==> src/rtl/msx_slot_router.sv <==
// Primary/secondary slot router: secondary-slot registers at 0xFFFF, slot layout
// index decode, and a request/acknowledge memory cycle with CPU wait and timeout.
module msx_slot_router #(
    parameter int         NUM_SLOTS = 4,
    parameter logic [3:0] EXP_MASK  = 4'b1000,
    parameter int         TIMEOUT   = 15
) (
    input  logic        clk,
    input  logic        reset,
    input  logic [15:0] cpu_addr,
    input  logic [7:0]  cpu_data,
    input  logic        cpu_wr,
    input  logic        cpu_rd,
    input  logic        cpu_mreq,
    input  logic [1:0]  active_slot,
    output logic [5:0]  layout_id,
    output logic        subslot_cs,
    output logic        mem_req,
    output logic        mem_rnw,
    input  logic        mem_ack,
    input  logic [7:0]  mem_dout,
    output logic [7:0]  data,
    output logic        cpu_wait,
    output logic        timeout_err
);

    typedef enum logic [1:0] {
        ST_IDLE = 2'd0,
        ST_REQ  = 2'd1,
        ST_WAIT = 2'd2,
        ST_HOLD = 2'd3
    } state_t;

    localparam logic [2:0] NUM_SLOTS_L = 3'(NUM_SLOTS);
    localparam logic [7:0] TMO_LAST    = 8'(TIMEOUT - 1);

    state_t      state_q, state_d;
    logic [7:0]  ssr_q [4];
    logic [7:0]  ssr_d [4];
    logic [7:0]  data_q, data_d;
    logic        mem_req_q, mem_req_d;
    logic        mem_rnw_q, mem_rnw_d;
    logic        timeout_err_q, timeout_err_d;
    logic [7:0]  tmo_cnt_q, tmo_cnt_d;
    logic        cyc_term_q;

    logic        slot_valid_s;
    logic        subslot_cs_s;
    logic        cyc_term_s;
    logic        cyc_start_s;
    logic        wait_s;
    logic [7:0]  cur_ssr_s;
    logic [1:0]  subslot_s;

    assign slot_valid_s = ({1'b0, active_slot} < NUM_SLOTS_L);
    assign subslot_cs_s = cpu_mreq & (cpu_addr == 16'hFFFF) & EXP_MASK[active_slot] & slot_valid_s;
    assign cyc_term_s   = cpu_mreq & (cpu_rd | cpu_wr);
    assign cyc_start_s  = cyc_term_s & ~cyc_term_q;
    assign cur_ssr_s    = ssr_q[active_slot];
    assign subslot_s    = cur_ssr_s[{cpu_addr[15:14], 1'b0} +: 2];

    assign layout_id   = {active_slot, subslot_s, cpu_addr[15:14]};
    assign subslot_cs  = subslot_cs_s;
    assign mem_req     = mem_req_q;
    assign mem_rnw     = mem_rnw_q;
    assign data        = data_q;
    assign timeout_err = timeout_err_q;
    // Wait must rise on the start edge itself, and stay low while reset is held.
    assign cpu_wait    = reset & wait_s;

    // Next-state, register-file and output decode for the cycle FSM.
    always_comb begin
        state_d       = state_q;
        ssr_d         = ssr_q;
        data_d        = data_q;
        mem_req_d     = 1'b0;
        mem_rnw_d     = mem_rnw_q;
        timeout_err_d = timeout_err_q;
        tmo_cnt_d     = tmo_cnt_q;
        wait_s        = 1'b0;

        case (state_q)
            ST_IDLE: begin
                if (cyc_start_s) begin
                    if (subslot_cs_s) begin
                        // A combined rd+wr strobe is a write.
                        if (cpu_wr) begin
                            ssr_d[active_slot] = cpu_data;
                        end else begin
                            data_d = ~cur_ssr_s;
                        end
                        state_d = ST_HOLD;
                    end else if (!slot_valid_s) begin
                        data_d  = 8'hFF;
                        state_d = ST_HOLD;
                    end else begin
                        mem_req_d = 1'b1;
                        mem_rnw_d = cpu_rd & ~cpu_wr;
                        wait_s    = 1'b1;
                        state_d   = ST_REQ;
                    end
                end else begin
                    state_d = ST_IDLE;
                end
            end
            ST_REQ: begin
                wait_s    = 1'b1;
                tmo_cnt_d = 8'd0;
                state_d   = ST_WAIT;
            end
            ST_WAIT: begin
                wait_s = 1'b1;
                if (mem_ack) begin
                    if (mem_rnw_q) begin
                        data_d = mem_dout;
                    end else begin
                        data_d = data_q;
                    end
                    state_d = ST_HOLD;
                end else if (tmo_cnt_q == TMO_LAST) begin
                    data_d        = 8'hFF;
                    timeout_err_d = 1'b1;
                    state_d       = ST_HOLD;
                end else begin
                    tmo_cnt_d = tmo_cnt_q + 8'd1;
                end
            end
            ST_HOLD: begin
                if (!cpu_mreq) begin
                    state_d = ST_IDLE;
                end else begin
                    state_d = ST_HOLD;
                end
            end
            default: begin
                state_d = ST_IDLE;
            end
        endcase

        // Slots that are not expanded or not decoded have no register.
        for (int n = 0; n < 4; n++) begin
            if (!(EXP_MASK[n] && (n < NUM_SLOTS))) begin
                ssr_d[n] = 8'h00;
            end else begin
                ssr_d[n] = ssr_d[n];
            end
        end
    end

    // State and output registers.
    always_ff @(posedge clk or negedge reset) begin
        if (!reset) begin
            state_q       <= ST_IDLE;
            for (int n = 0; n < 4; n++) begin
                ssr_q[n] <= 8'h00;
            end
            data_q        <= 8'hFF;
            mem_req_q     <= 1'b0;
            mem_rnw_q     <= 1'b1;
            timeout_err_q <= 1'b0;
            tmo_cnt_q     <= 8'd0;
            cyc_term_q    <= 1'b0;
        end else begin
            state_q       <= state_d;
            ssr_q         <= ssr_d;
            data_q        <= data_d;
            mem_req_q     <= mem_req_d;
            mem_rnw_q     <= mem_rnw_d;
            timeout_err_q <= timeout_err_d;
            tmo_cnt_q     <= tmo_cnt_d;
            cyc_term_q    <= cyc_term_s;
        end
    end

endmodule

==> config.mk <==
export PLATFORM = sky130hd
export DESIGN_NAME = msx_slot_router
export DESIGN_NICKNAME = d
export VERILOG_FILES = /design/src/rtl/msx_slot_router.sv
export SDC_FILE = /design/constraint.sdc
export NUM_CORES = 1
export LEC_CHECK = 0
export BUFFER_PORTS_ARGS = -buffer_cell sky130_fd_sc_hd__buf_2
export CORE_MARGIN = 3
export CORE_UTILIZATION = 39
export DETAILED_ROUTE_END_ITERATION = 8
export HOLD_SLACK_MARGIN = 0.1
export PLACE_DENSITY = 0.65
export SKIP_LAST_GASP = 1
export SYNTH_ARGS = -nofsm -noshare
export SYNTH_HDL_FRONTEND = slang
export SYNTH_SLANG_ARGS = --single-unit
export TNS_END_PERCENT = 50
==> constraint.sdc <==
create_clock -name clk -period 2.38 [get_ports clk]
set_clock_uncertainty 0.15 [all_clocks]
set_input_delay 0.357 -clock clk [delete_from_list [all_inputs] [get_ports clk]]
set_output_delay 0.357 -clock clk [all_outputs]
set_load 0.02 [all_outputs]
==> results_dict.tcl, run 1 <==
set metrics [dict create \
    nNetsFinal 285 \
    area_delta_synth_final_pct 24.5 \
    diodes 0 \
    fin_crit_sh 0.916 \
    die_x_um 74.7 \
    cp_max_fo 4 \
    vias 1619 \
    gp_congestion 0.813 \
    yosys.area.top_type "dfrtp_1" \
    firstDrtPassIters 4 \
    endpoint_kind "output pin" \
    grt_pass1_vias 1524 \
    critPathKind "reg -> out" \
    synth_edf_count 0 \
    seq_area_frac_synth 0.415 \
    total_power_w 0.00223 \
    synthDistinctLibCells 47 \
    holdWs_ns 0.156 \
    ys_ff_latch 30 \
    grt_usage 0.183 \
    drc 0 \
    critPathArrivalTime_ns 1.67 \
    worst_path_max_delay_cell "dfrtp_1" \
    slew_headroom 0.697 \
    finalSetupTns_ns 0 \
    initial_core_util 0.414 \
    grt_max_degree 31 \
    cap_violations 0 \
    slew_viol_final 0 \
    cts_buffer_depth 2 \
    insertion_delay_ns 0.28 \
    die-height_um 74.7 \
    hold_viol_final 0 \
    start_kind "register" \
    ys_warn_count 0 \
    cp_cell_sequence "inv_1 -> ha_1 -> o211ai_1 -> a21oi_2 -> o211a_1 -> buf_2" \
    yosys-top-cells-area "dfrtp_1, dfstp_2, o211ai_1" \
    p_leak_nw 1.09 \
    cts_tree "done" \
    antenna_found_initial 0 \
    syn_avg_cell_area_um2 10.6 \
    ys.flop_type "dfrtp_1" \
    rrSetupSlack_ns 0.34 \
    nFillCells 413 \
    ios 59 \
    overflow 0 \
    required_ns 1.87 \
    finalWirelength_um 4580 \
    io_buffers 58 \
    synthMostInstantiatedCell "dfrtp_1" \
    core_mm2 0.00444 \
    drt_iter0_drc 127 \
    dp_hpwl_um 3640 \
    cts.sink_count 30 \
    syn-cell-area_mm2 0.00184 \
    grt_pass1_wl_um 7710 \
    ir_worst_vdd_uv 485 \
    post_dp_cell_area_mm2 0.00216 \
    period_minus_slack_ns 2.18 \
    cts-root-buf "clkbuf_8" \
    rows 24 \
    cp_top_family "compound AO/OA/AOI/OAI gates" \
    die_area_mm2 0.00557 \
    hp-class "in -> reg" \
    status "finished clean" \
    vias_per_cell 5.58 \
    syn-num-nets 222 \
    drive_above_1_share 0.412 \
    worst_slack_ns 0.201 \
    tightestPinTransition_ns 0.450 \
    synth_cells 174 \
    async_flop_share 1.00 \
    final_area_mm2 0.00229 \
    cts_made_buffers 5 \
    clock.fmax_ghz 0.459 \
    powerDensity_mw_per_mm2 976 \
    h-tree-depth 2 \
    finalSetupViolations 0 \
    avgRoutedWirePerCell_um 15.8 \
    pre_cts_ws_ns 0.310 \
    synth_top_area_share 0.286 \
    cpPeakStageDelay_ns 0.43 \
    rsz0062_at_grt "no" \
    cp.buffers_inverters 2 \
    clkTransAtPathRegs_ns 0.07 \
    ys_top_cells_by_count "dfrtp_1, o211ai_1, o21ai_0" \
    ant_nets 0 \
]
[report_power, final]
group	total, W	switching [W]	internal (W)
logic	0.00101	0.000588	0.000419
clock network	0.000478	0.000186	0.000292
registers	0.000748	0.0000828	0.000665
total	0.00223	0.000857	0.00138
[placed cells by master, fill, tap and decap left out, types with 8 or more instances in the layout]
cell type	count
clkbuf_8	8
nand2_1	12
dfstp_2	9
dfrtp_1	21
inv_1	8
o211ai_1	17
o2111ai_1	8
buf_2	58
o21ai_0	14
ha_1	8
[layer usage]
layer  GRT usage  part of all wire  vias up  routed length, µm
met3      0.0454             0.057        4                262
li1            -                 -      793                  -
met2       0.254              0.44       50               2030
met5           0                 0        -                  0
met1       0.277              0.49      772               2240
met4      0.0593            0.0083        0                 38
[flip-flops by register name, summed over array words and instances, names as in the netlist]
register and flops:
data 8, ssr_q 8, tmo_cnt_q 8, state_q 2
cyc_term_q 1, mem_req 1, mem_rnw 1, timeout_err 1
[path summary, 6_finish.rpt]
check                             from  cells past startpoint           end
min reg2reg                timeout_err                      1   timeout_err
max reg2reg                 state_q[0]                      7    state_q[0]
max in group asynchronous        reset                      3       mem_rnw
min in group asynchronous        reset                      3  tmo_cnt_q[6]
min                        cpu_data[1]                      2      ssr_q[1]
max                         state_q[1]                      6      cpu_wait
[metrics by stage]
stage          cells  utilization
2_1_floorplan    174            -
3_3_place_gp     281        0.487
3_5_place_dp     281        0.487
4_1_cts          290        0.514
5_1_grt          290        0.515
6_report         290        0.515
[cells by family (layout without fill, tap and decap cells)]
logic type      Yosys count  count (layout)  synth area share
compound gates           54              54             0.214
xor+xnor                  2               2           0.00953
flops                    30              30             0.415
mux                      13              13            0.0899
simple gates             49              49             0.157
buf+inv                  18              82            0.0606
fa+ha+maj                 8               8            0.0545
[final cells by class]
type,count,area (µm²),share of cell area
Multi-Input combinational cell,126,968,0.423
Sequential cell,30,762,0.333
Inverter,8,30.0,0.0131
Clock buffer,8,110,0.0481
Tap cell,52,65.1,0.0284
Timing Repair Buffer,66,353,0.154
[timing repair]
item / CTS / global route
buffers inserted: 0 / 0
endpoints found under the hold margin: 21 / 0
hold buffers: 1 / 0
gates resized for setup: 0 / 1
setup endpoints to repair: 0 / 1
(Power assumes the default switching activity.)
==> run 2: changes to the inputs <==
Settings changed: CORE_UTILIZATION 39 to 51, HOLD_SLACK_MARGIN 0.1 to 0.15, PLACE_DENSITY 0.65 to 0.81.
==> run 2 against run 1 <==
  * Sequential power about the same
  * Count of clock-buffer cells in the layout is 1 lower
  * Flip-flop and latch count unchanged
  * Critical path depth is the same
  * Via count is 3.5% higher
  * Clock power is 34% lower
  * Non-clock buffer count grew 8
  * Utilization is 16 points higher
  * Critical endpoint unchanged
==> results_dict.tcl, run 2 (synthesis results as in run 1) <==
set metrics [dict create \
    status "finished clean" \
    initial_core_util 0.538 \
    grt_max_degree 31 \
    cts_buffer_depth 2 \
    critPathArrivalTime_ns 1.69 \
    insertion_delay_ns 0.33 \
    h-tree-depth 2 \
    crit_start "state_q[1]" \
    dp_hpwl_um 3330 \
    slew_headroom 0.659 \
    cp_cell_sequence "inv_1 -> ha_1 -> o211ai_1 -> a21oi_2 -> o211a_1 -> buf_2" \
    die_x_um 66.0 \
    dp.cells 273 \
    hold_viol_final 0 \
    r2r_end "tmo_cnt_q[3]" \
    worst-path-stages 6 \
    start_kind "register" \
    grt_usage 0.228 \
    worst_path_max_delay_cell "dfrtp_1" \
    nNetsFinal 293 \
    diodes 0 \
    critPathKind "reg -> out" \
    die-height_um 66.0 \
    rrSetupSlack_ns 0.26 \
    timing.critical_path.to "cpu_wait" \
    vias 1675 \
    overflow 0 \
    antenna_found_initial 0 \
    ff2ff_path_depth 6 \
    drive_above_1_share 0.386 \
    tightestPinTransition_ns 0.506 \
    finalSetupTns_ns 0 \
    clock.fmax_ghz 0.455 \
    drt_iter0_drc 104 \
    drc 0 \
    rows 21 \
    slew_viol_final 0 \
    ir_worst_vdd_uv 605 \
    die_area_mm2 0.00436 \
    cts_tree "done" \
    period_minus_slack_ns 2.20 \
    firstDrtPassIters 4 \
    mostFrequentLayoutCells "buf_2, dfrtp_1, o211ai_1" \
    gp_congestion 0.930 \
    cts_made_buffers 5 \
    fin_cells 292 \
    endpoint_kind "output pin" \
    cp_top_family "compound AO/OA/AOI/OAI gates" \
    ios 59 \
    rr_startpoint "state_q[0]" \
    cts.sink_count 30 \
    cap_violations 0 \
    io_buffers 58 \
    grt_pass1_vias 1616 \
    cpPeakStageDelay_ns 0.43 \
    cp.buffers_inverters 2 \
    avgRoutedWirePerCell_um 15.2 \
    ant_nets 0 \
    clkTransAtPathRegs_ns 0.10 \
    hp-class "in -> reg" \
    vias_per_cell 5.74 \
    cp_max_fo 4 \
    min_from "mem_dout[0]" \
    cts-root-buf "clkbuf_4" \
    p_leak_nw 1.10 \
    post-cts-setup-buffer-count 0 \
    grt_pass1_wl_um 7560 \
    area_delta_synth_final_pct 26.0 \
    rsz0062_at_grt "no" \
    core_mm2 0.00342 \
    final_common_cell "buf_2" \
    finalWirelength_um 4440 \
    fin_crit_sh 0.923 \
    powerDensity_mw_per_mm2 894 \
    finalSetupViolations 0 \
    required_ns 1.87 \
]
## run 2: cell count changes in the layout (fill, tap and decap cells not counted)
cell	before	now
clkbuf_4	0	5
clkinv_2	0	1
clkbuf_1	0	1
dlygate4sd3_1	1	11
buf_4	7	5
clkbuf_8	8	1
## run 2: how the worst min path moves through the flow
stage | cells past startpoint | endpoint
after floorplan | 0 | cyc_term_q
after global placement | 1 | timeout_err
after detailed placement | 1 | timeout_err
after CTS | 3 | data[2]
after global routing | 3 | data[6]
final | 3 | data[0]
## run 2: routing by layer
metal  track usage  share of wire  vias to the layer above
li1              -              -                      810
met1         0.303           0.44                      781
met2         0.358           0.46                       73
met3        0.0629          0.083                       11
met4        0.0761          0.022                        0
met5             0              0                        -
## run 2: area by class of cell
type / instances / area [µm²]
fill: 280 / 1100
multi-input combinational: 126 / 968
sequential: 30 / 762
timing repair buffer: 74 / 438
tap: 46 / 57.6
clock buffer: 7 / 55.1
inverter: 8 / 30.0
clock inverter: 1 / 5.00
## run 2: tightest hold or removal path, stage by stage
cell and delay [ns]:
buf_2 0.10, o2111ai_1 0.19, o211ai_1 0.09
## run 2: metrics by stage
step	instance area [µm²]	util	hold slack, ns	setup slack [ns]	power (W)
global placement	2140	0.627	0.286	0.264	0.00171
detailed placement	2140	0.627	0.301	0.252	0.00174
floorplan	1840	-	-0.0886	0.380	0.00145
global route	2320	0.678	0.256	0.0335	0.00226
finish	2320	0.678	0.253	0.184	0.00207
CTS	2310	0.677	0.242	0.114	0.00207
## run 2: power by group
part | internal [W] | switching [W] | leakage [nW]
clock | 0.000143 | 0.000173 | 0.0353
sequential | 0.000664 | 0.0000836 | 0.382
combinational | 0.000426 | 0.000581 | 0.682
## run 2: repair_timing
| action | CTS | global route |
|---|---|---|
| gates resized for setup | 0 | 1 |
| hold buffers | 11 | 0 |
| setup endpoints to repair | 0 | 1 |
| endpoints found under the hold margin | 30 | 0 |
==> run 3: changes to the inputs <==
Settings changed: REMOVE_ABC_BUFFERS set to 1.
==> run 3 against run 2 <==
  * Die area stayed put
  * Flip-flop and latch count unchanged
  * Total power up 0.31%
  * Routed wire length grew 8.5%
  * Sequential share of layout area up 0.089 points
  * Combinational power is essentially flat
  * Sequential power is 1% higher
  * Via count increased by 0.66%
==> results_dict.tcl, run 3 (synthesis results as in run 1) <==
set metrics [dict create \
    insertion_delay_ns 0.35 \
    multi_input_area_um2 971 \
    die_area_mm2 0.00436 \
    slew_headroom 0.680 \
    vias 1686 \
    ir_worst_vdd_uv 495 \
    fin_crit_sh 0.955 \
    die-height_um 66.0 \
    p_leak_nw 1.10 \
    cp_max_fo 4 \
    initial_core_util 0.538 \
    grt_pass1_vias 1638 \
    overflow 0 \
    antenna_found_initial 0 \
    pre_cts_ws_ns 0.245 \
    clkTransAtPathRegs_ns 0.09 \
    required_ns 1.87 \
    slew_viol_final 0 \
    post_dp_cell_area_mm2 0.00214 \
    gp_congestion 0.849 \
    rows 21 \
    cts_made_buffers 5 \
    dp.cells 273 \
    hp-class "in -> reg" \
    grt_max_degree 31 \
    start_kind "register" \
    die_x_um 66.0 \
    post-cts-setup-buffer-count 0 \
    mostFrequentLayoutCells "buf_2, dfrtp_1, o211ai_1" \
    endpoint_kind "output pin" \
    total_power_w 0.00208 \
    core_mm2 0.00342 \
    avgRoutedWirePerCell_um 16.5 \
    tightestPinTransition_ns 0.476 \
    finalWirelength_um 4820 \
    grt_usage 0.238 \
    period_minus_slack_ns 2.27 \
    finalSetupViolations 0 \
    nFillCells 282 \
    final_common_cell "buf_2" \
    status "finished clean" \
    diodes 0 \
    cap_violations 0 \
    drive_above_1_share 0.386 \
    regArea_um2 762 \
    vias_per_cell 5.77 \
    critPathKind "reg -> out" \
    fin_cells 292 \
    io_buffers 58 \
    cts_tree "done" \
    cts_buffer_depth 2 \
    cts.sink_count 30 \
    clock.fmax_ghz 0.440 \
    h-tree-depth 2 \
    powerDensity_mw_per_mm2 899 \
    final_area_mm2 0.00231 \
    grt_pass1_wl_um 7800 \
    drt_iter0_drc 193 \
    rsz0062_at_grt "yes" \
    ios 59 \
    ant_nets 0 \
    area_delta_synth_final_pct 25.7 \
    worst_slack_ns 0.108 \
    hold_viol_final 0 \
    dp_hpwl_um 3510 \
    nNetsFinal 293 \
    cts-root-buf "clkbuf_4" \
    drc 0 \
    critPathArrivalTime_ns 1.76 \
    firstDrtPassIters 4 \
]
==> run 3: worst max-delay path, cell delays in order (launching register included) <==
cell	delay, ns
dfrtp_1	0.42
inv_1	0.14
ha_1	0.20
o211ai_1	0.09
a21oi_1	0.26
o211a_1	0.17
buf_2	0.15
==> run 3: path summary, 6_finish.rpt <==
check,from,end,slack (ns),depth (start not counted)
worst max-delay path,state_q[1],cpu_wait,0.11,6
min in group asynchronous,reset,tmo_cnt_q[2],0.45,3
worst min register to register,timeout_err,timeout_err,0.31,1
max in group asynchronous,reset,mem_rnw,1.30,3
worst min-delay path,mem_dout[1],data[1],0.23,3
worst max register to register,state_q[0],data[0],0.23,6
==> run 3: metrics by stage <==
| stage | TNS, ns | util | hold WS (ns) |
|---|---|---|---|
| 4_1_cts | 0 | 0.674 | 0.233 |
| 3_3_place_gp | 0 | 0.627 | 0.267 |
| 5_1_grt | -0.0273 | 0.676 | 0.236 |
| 6_report | 0 | 0.676 | 0.227 |
| 2_1_floorplan | 0 | - | -0.0886 |
| 3_5_place_dp | 0 | 0.627 | 0.264 |
==> run 3: power by group <==
part           total [W]  switching, W  internal, W
registers       0.000757     0.0000921     0.000665
clock network   0.000289      0.000177     0.000112
logic            0.00103      0.000615     0.000416
==> run 3: what timing repair did <==
action | CTS | global route
endpoints found under the setup margin | 0 | 5
hold buffers | 11 | 0
resized for setup | 0 | 1
endpoints found under the hold margin | 30 | 0
==> run 3: layer usage <==
layer | up-vias | share of wire | track usage
met5 | - | 0 | 0
met4 | 0 | 0.012 | 0.0812
met3 | 7 | 0.071 | 0.0459
met2 | 67 | 0.48 | 0.378
met1 | 802 | 0.44 | 0.325
li1 | 810 | - | -
==> run 3: cell type report <==
class,instances,area share
clock inverters,2,0.00433
repair buffers,74,0.190
clock buffers,6,0.0179
well taps,46,0.0249
inverters,8,0.0130
flip-flops and latches,30,0.330
multi-input cells,126,0.420
